[config.mk]
export PLATFORM = sky130hd
export DESIGN_NAME = shift_reg_univ
export DESIGN_NICKNAME = d
export VERILOG_FILES = /design/src/rtl/shift_reg_univ.sv
export SDC_FILE = /design/constraint.sdc
export NUM_CORES = 1
export LEC_CHECK = 0
export CAP_MARGIN = 30
export CORE_ASPECT_RATIO = 1.4
export CORE_MARGIN = 2
export CORE_UTILIZATION = 37
export DETAILED_ROUTE_END_ITERATION = 8
export GPL_TIMING_DRIVEN = 0
export PLACE_DENSITY = 0.73
export SLEW_MARGIN = 20
export SYNTH_ARGS = -nofsm -noshare
export SYNTH_HDL_FRONTEND = slang
export SYNTH_SLANG_ARGS = --single-unit
[constraint.sdc]
create_clock -name clk -period 1.2 [get_ports clk]
set_clock_uncertainty 0.1 [all_clocks]
set_input_delay 0.18 -clock clk [delete_from_list [all_inputs] [get_ports clk]]
set_output_delay 0.18 -clock clk [all_outputs]
set_load 0.01 [all_outputs]
[src/rtl/shift_reg_univ.sv]
// Universal WIDTH-bit shift register (hold / shift right / shift left / load) with wrap counter.
// Define SYNC_CLR_EN to add the synchronous clear input clr_in.
module shift_reg_univ #(
   parameter int unsigned      WIDTH   = 8,
   parameter logic [WIDTH-1:0] RST_VAL = '0
) (
   input  logic                     clk,
   input  logic                     rst_n,
`ifdef SYNC_CLR_EN
   input  logic                     clr_in,
`endif
   input  logic [1:0]               mode_in,
   input  logic [WIDTH-1:0]         par_in,
   input  logic                     sr_in,
   input  logic                     sl_in,
   output logic [WIDTH-1:0]         q_out,
   output logic                     sr_out,
   output logic                     sl_out,
   output logic [$clog2(WIDTH)-1:0] cnt_out,
   output logic                     done_out
);

   localparam int unsigned CntW = $clog2(WIDTH);

   localparam logic [1:0] ModeHold  = 2'b00;
   localparam logic [1:0] ModeShr   = 2'b01;
   localparam logic [1:0] ModeShl   = 2'b10;
   localparam logic [1:0] ModeLoad  = 2'b11;

   logic [WIDTH-1:0] q_q, q_d;
   logic [CntW-1:0]  cnt_q, cnt_d;
   logic             done_q, done_d;
   logic             shift_en;

   always_comb begin
      q_d      = q_q;
      cnt_d    = cnt_q;
      done_d   = 1'b0;
      shift_en = 1'b0;

      unique case (mode_in)
         ModeHold: ;
         ModeShr: begin
            q_d      = {sr_in, q_q[WIDTH-1:1]};
            shift_en = 1'b1;
         end
         ModeShl: begin
            q_d      = {q_q[WIDTH-2:0], sl_in};
            shift_en = 1'b1;
         end
         ModeLoad: begin
            q_d   = par_in;
            cnt_d = '0;
         end
         default: ;
      endcase

      // Counter is direction-agnostic; wrap marks a full WIDTH-bit serialisation.
      if (shift_en) begin
         if (cnt_q == CntW'(WIDTH - 1)) begin
            cnt_d  = '0;
            done_d = 1'b1;
         end else begin
            cnt_d = cnt_q + CntW'(1);
         end
      end

`ifdef SYNC_CLR_EN
      if (clr_in) begin
         q_d    = RST_VAL;
         cnt_d  = '0;
         done_d = 1'b0;
      end
`endif
   end

   always_ff @(posedge clk or negedge rst_n) begin
      if (!rst_n) begin
         q_q    <= RST_VAL;
         cnt_q  <= '0;
         done_q <= 1'b0;
      end else begin
         q_q    <= q_d;
         cnt_q  <= cnt_d;
         done_q <= done_d;
      end
   end

   assign q_out    = q_q;
   assign sr_out   = q_q[0];
   assign sl_out   = q_q[WIDTH-1];
   assign cnt_out  = cnt_q;
   assign done_out = done_q;

endmodule

==> flow_metrics.env, run 1 <==
export IMPL_place_ws_ns=-0.8426
export IMPL_ios=28
export IMPL_first_pass_iters=5
export IMPL_grt_pass1_wl_um=3070
export IMPL_final_cells=131
export IMPL_worstPathRequired_ns=1.32
export IMPL_outcome="finished, violations left"
export IMPL_post_route_min_period_ns=1.226
export IMPL_dp_hpwl_um=1286
export IMPL_clock_sinks=12
export IMPL_worstSetupEndpointType="flop"
export IMPL_drc=0
export IMPL_max_clock_freq_ghz=0.8158
export IMPL_netlist_top_cells_area="dfrtp_1 (43%), or4b_1 (11%), ha_1 (9.0%), a22oi_1 (8.6%), o211ai_1 (8.6%)"
export IMPL_clk_pin_slew_ns=0.08
export IMPL_failed_checks="setup timing"
export IMPL_critPathKind="flop to flop"
export IMPL_clk_path_buf_depth=2
export IMPL_postLayoutSetupSlackWorst_ns=-0.02575
export IMPL_met1Wirelength_um=784
export IMPL_cts_hold_buf=0
export IMPL_h_tree_depth=1
export IMPL_wl_met3_um=88
export IMPL_powerDensity_mw_per_mm2=1128
export IMPL_num_rows=18
export IMPL_slew_headroom_pct=62.09
export IMPL_dieArea_mm2=0.002255
export IMPL_vias=693
export IMPL_syn_cell_area_um2=698.2
export IMPL_synth_seq_area_share_pct=43.01
export IMPL_synth_seq_cells=12
export IMPL_setup_violations=3
export IMPL_fin_util_pct=67.65
export IMPL_clk_latency_ns=0.28
export IMPL_synth_ff_type="dfrtp_1"
export IMPL_tightest_slew_ns=0.5669
export IMPL_cts_buffers=3
export IMPL_fin_nets=132
export IMPL_power_frac_seq_pct=38.5
export IMPL_avgRoutedWirePerCell_um=14.24
export IMPL_start_kind="flop"
export IMPL_die_w_um=40.71
export IMPL_fp_dieH_um=55.40
export IMPL_grt_max_degree=13
export IMPL_top_layer="met4"
export IMPL_track_usage_pct=19.20
export IMPL_p_sw_uw=425.8
export IMPL_comb_power_share_pct=42.9
export IMPL_clkPwrFrac_pct=18.7
export IMPL_arrival_ns=1.34
export IMPL_synth_top_area_share_pct=43.01
export IMPL_synth_edff_count=0
export IMPL_yosys_area_top_type="dfrtp_1"
export IMPL_yosysWarnings=0
export IMPL_fin_crit_sh_pct=102.1
export IMPL_max_vdd_ir_drop_mv=0.6981
export IMPL_antennaDiodeCount=0
export IMPL_initial_utilization_pct=39.24
export IMPL_syn_instance_count=67
export IMPL_wl_met2_um=959
export IMPL_cts_tree="built"
export IMPL_drive_gt1_share_pct=44.14
export IMPL_drt_iter0_markers=14
export IMPL_antenna_found_initial=0
export IMPL_avgSynthCellArea_um2=10.42
export IMPL_cts_root_buf="clkbuf_4"
export IMPL_switching_share_pct=31.35
export IMPL_internal_power_uw=932.3
export IMPL_place_port_buffers=27
export IMPL_hold_viol=0
export IMPL_yosys_top_cells_count="dfrtp_1 (12), nand2_1 (12), a22oi_1 (8), o211ai_1 (8), or4b_1 (8)"
export IMPL_drv_cap=0
export IMPL_avgViaCountPerCell=5.290
export IMPL_core_mm2=0.001779
export IMPL_rsz0062_at_grt="true"
export IMPL_gp_congestion=0.7581
export IMPL_hold_path_class="input pin to asynchronous set/reset pin"
export IMPL_ant_nets=0
export IMPL_synth_cell_types=15
export IMPL_syn_nets=86
export IMPL_wirelength_um=1866
export IMPL_slew_violations=0
export IMPL_placed_cells=114
export IMPL_cp_max_fo=3
export IMPL_p_leak_nw=0.5335
export IMPL_syn_to_final_growth_pct=72.40
export IMPL_async_flop_share_pct=100.0
export IMPL_grt_pass1_vias=699
export IMPL_overflow=0
## worst paths after layout
check | startpoint | depth (start not counted) | endpoint | slack [ns]
max | cnt_out[0] | 4 | cnt_out[0] | -0.03
min | rst_n | 1 | q_out[2] | 0.16
max reg2reg | cnt_out[0] | 4 | cnt_out[0] | -0.03
min reg2reg | cnt_out[1] | 2 | cnt_out[1] | 0.44
max in group asynchronous | rst_n | 1 | cnt_out[0] | 0.46
min in group clk | mode_in[1] | 4 | done_out | 0.27
## power by group through the flow
stage	clock (mW)	sequential [mW]	combinational, mW
after global placement	0	0.545	0.454
after detailed placement	0	0.552	0.465
after CTS	0.253	0.517	0.584
final	0.253	0.523	0.582
after floorplan	0	0.569	0.184
after global routing	0.278	0.533	0.637
## flip-flops by register name, indices dropped and copies added, names as in the netlist
| register | cells |
|---|---|
| done_out | 1 |
| cnt_out | 3 |
| q_out | 8 |
## cell usage in the layout, fill, tap and decap left out
cell             synthesis  routed
buf_4                    2      13
dfrtp_1                 12      12
nand2_1                 12      11
clkdlybuf4s50_1          0      11
buf_6                    2      10
o211ai_1                 8       8
a22oi_1                  8       7
clkbuf_2                 0       7
or4b_1                   8       6
ha_4                     0       4
clkbuf_4                 0       3
buf_2                    1       3
clkdlybuf4s15_1          0       3
or4b_4                   0       2
inv_12                   0       1
inv_6                    0       1
and2_1                   1       1
nor4b_4                  0       1
a21o_1                   1       1
clkbuf_1                 2       1
a22oi_2                  0       1
nand2_2                  0       1
o21ai_2                  0       1
o21ai_0                  2       1
ha_2                     0       1
## critical path, cell delays in order, from the launching register on
cell	delay [ns]
dfrtp_1	0.40
ha_2	0.20
ha_4	0.16
nor4b_4	0.20
a21o_1	0.10
## final cells by class
class	instances	area, um2
fill	156	575.6
multi-input combinational	46	426.7
timing repair buffer	41	339.1
sequential	12	300.3
buffer	7	65.06
inverter	2	25.02
tap	20	25.02
clock buffer	3	22.52
## per-stage QoR
step / area (um2) / TNS (ns) / hold slack, ns / total power [mW]
2_1_floorplan: 780.7 / -0.1086 / -0.2156 / 0.7532
3_3_place_gp: 1076 / -8.390 / 0.4058 / 0.9994
5_1_grt: 1204 / -0.2772 / 0.2174 / 1.448
3_5_place_dp: 1076 / -8.765 / 0.4271 / 1.017
4_1_cts: 1209 / -0.04461 / 0.1964 / 1.353
6_report: 1204 / -0.04086 / 0.1645 / 1.358
## layer usage
| layer | vias to the layer above | GRT usage, % |
|---|---|---|
| li1 | 341 | - |
| met2 | 28 | 30.39 |
| met3 | 4 | 2.811 |
| met4 | 0 | 8.571 |
| met1 | 320 | 24.30 |
| met5 | - | 0 |
## repair_timing
action / 4_1_cts / 5_1_grt
setup buffers: 15 / 0
pin swaps: 1 / 4
resized for setup: 50 / 22
endpoints found under the setup margin: 26 / 19
## cells by family after synthesis
| family | count (synthesis) | synth area share (%) |
|---|---|---|
| simple gates | 22 | 20.07 |
| compound gates | 19 | 19.71 |
| flops | 12 | 43.01 |
| buf+inv | 9 | 8.243 |
| fa+ha+maj | 5 | 8.961 |
Note: power is estimated with default switching activity, not from simulation.
==> run 2: changes to the inputs <==
- SKIP_LAST_GASP: unset -> 1
==> flow_metrics.env, run 2 (same netlist as run 1, synthesis figures left out) <==
export IMPL_layout_common_cells="buf_4 (14), dfrtp_1 (12), nand2_1 (11), clkdlybuf4s50_1 (11)"
export IMPL_ant_nets=0
export IMPL_crit_path_cell_trace="ha_2 > ha_4 > nor4b_4 > a21o_1"
export IMPL_largest_reg_flops=8
export IMPL_max_clock_freq_ghz=0.8156
export IMPL_die_w_um=40.71
export IMPL_overflow=0
export IMPL_layout_commonest_cell="buf_4"
export IMPL_postLayoutSetupSlackWorst_ns=-0.02606
export IMPL_critPathKind="flop to flop"
export IMPL_fin_nets=131
export IMPL_track_usage_pct=19.20
export IMPL_drt_iter0_markers=20
export IMPL_initial_utilization_pct=39.24
export IMPL_dp_hpwl_um=1286
export IMPL_avgViaCountPerCell=5.446
export IMPL_total_power_mw=1.341
export IMPL_clock_sinks=12
export IMPL_cts_root_buf="clkbuf_4"
export IMPL_worstSetupEndpointType="flop"
export IMPL_cp_top_family="flip-flops"
export IMPL_slew_headroom_pct=61.33
export IMPL_grt_pass1_wl_um=3070
export IMPL_clk_pin_slew_ns=0.08
export IMPL_cts_hold_buf=0
export IMPL_wl_met3_um=104
export IMPL_antennaDiodeCount=0
export IMPL_fp_dieH_um=55.40
export IMPL_clk_path_buf_depth=2
export IMPL_r2r_start="cnt_out[0]"
export IMPL_outcome="finished, violations left"
export IMPL_hold_path_class="input pin to asynchronous set/reset pin"
export IMPL_h_tree_depth=1
export IMPL_num_rows=18
export IMPL_ios=28
export IMPL_wl_met2_um=939
export IMPL_max_stage_delay_ns=0.40
export IMPL_avgRoutedWirePerCell_um=14.20
export IMPL_met1Wirelength_um=763
export IMPL_critPathBufInv=0
export IMPL_grt_max_degree=13
export IMPL_first_pass_iters=4
export IMPL_gp_congestion=0.7581
export IMPL_place_port_buffers=27
export IMPL_fill_cells=159
export IMPL_setup_violations=2
export IMPL_top_layer="met4"
export IMPL_tightest_slew_ns=0.5782
export IMPL_cts_buffers=3
export IMPL_fin_util_pct=66.81
export IMPL_syn_to_final_growth_pct=70.25
export IMPL_grt_pass1_vias=699
export IMPL_post_route_min_period_ns=1.226
export IMPL_crit_path_top_delay_cell="dfrtp_1"
export IMPL_drc=0
export IMPL_core_mm2=0.001779
export IMPL_drive_gt1_share_pct=43.64
export IMPL_failed_checks="setup timing"
export IMPL_hold_viol=0
export IMPL_r2r_cells=4
export IMPL_vias=708
export IMPL_max_vdd_ir_drop_mv=0.6921
export IMPL_slew_violations=0
export IMPL_clk_latency_ns=0.27
export IMPL_drv_cap=0
export IMPL_dieArea_mm2=0.002255
export IMPL_arrival_ns=1.34
export IMPL_cp_max_fo=3
export IMPL_cts_tree="built"
export IMPL_rsz0062_at_grt="true"
export IMPL_wirelength_um=1846
export IMPL_p_leak_nw=0.5264
export IMPL_worstPathRequired_ns=1.31
export IMPL_start_kind="flop"
export IMPL_antenna_found_initial=0
export IMPL_fin_crit_sh_pct=102.2
export IMPL_reg2reg_slack_ns=-0.03
export IMPL_powerDensity_mw_per_mm2=1128
export IMPL_reg2reg_to="cnt_out[0]"
export IMPL_totalNegativeSetupSlack_ns=-0.03877
[run 2: cell types whose count changed in the layout (fill, tap and decap cells not counted)]
cell | previous run | this run
buf_6 | 10 | 8
buf_4 | 13 | 14
[run 2: stage by stage]
| stage | hold WS [ns] | worst slack [ns] | area [um2] | std cells |
|---|---|---|---|---|
| floorplan | -0.2156 | -0.03884 | 780.7 | 67 |
| global placement | 0.4058 | -0.8009 | 1076 | 114 |
| detailed placement | 0.4271 | -0.8426 | 1076 | 114 |
| CTS | 0.1964 | -0.04294 | 1206 | 132 |
| global route | 0.2229 | -0.07964 | 1189 | 130 |
| finish | 0.1733 | -0.02606 | 1189 | 130 |
[run 2: how the worst max path moves through the flow]
stage                          start    endpoint  slack (ns)  cells after the start
after floorplan           mode_in[0]    q_out[4]       -0.04                      4
after global placement    mode_in[0]    q_out[4]       -0.80                      6
after detailed placement  mode_in[0]    q_out[4]       -0.84                      6
after CTS                 mode_in[1]    q_out[5]       -0.04                      6
after global routing      cnt_out[0]  cnt_out[0]       -0.08                      4
final                     cnt_out[0]  cnt_out[0]       -0.03                      4
[run 2: area by class of cell]
type,instances,area (um2),area share [%]
Multi-Input combinational cell,46,426.7,35.89
Timing Repair Buffer,41,335.3,28.21
Sequential cell,12,300.3,25.26
Buffer,6,53.80,4.526
Inverter,2,25.02,2.105
Tap cell,20,25.02,2.105
Clock buffer,3,22.52,1.895
[run 2: metal layers]
| layer | vias to the layer above | track usage, % |
|---|---|---|
| met5 | - | 0 |
| met3 | 4 | 2.811 |
| li1 | 340 | - |
| met1 | 335 | 24.30 |
| met4 | 0 | 8.571 |
| met2 | 29 | 30.39 |
[run 2: worst register-to-register path, stage by stage (launching register included)]
cell     delay (ns)
dfrtp_1        0.40
ha_2           0.21
ha_4           0.16
nor4b_4        0.20
a21o_1         0.10
[run 2: what timing repair did]
item                       in CTS  in global routing
gates cloned                    0                  0
resized for setup              49                 23
setup buffers                  15                  0
pin swaps                       1                  4
setup endpoints to repair      26                 21
[run 2: report_power, final]
| part | switching (mW) | internal, mW | total [mW] |
|---|---|---|---|
| sequential | 0.0499 | 0.471 | 0.521 |
| clock | 0.135 | 0.116 | 0.251 |
| combinational | 0.236 | 0.332 | 0.569 |
| total | 0.421 | 0.920 | 1.34 |
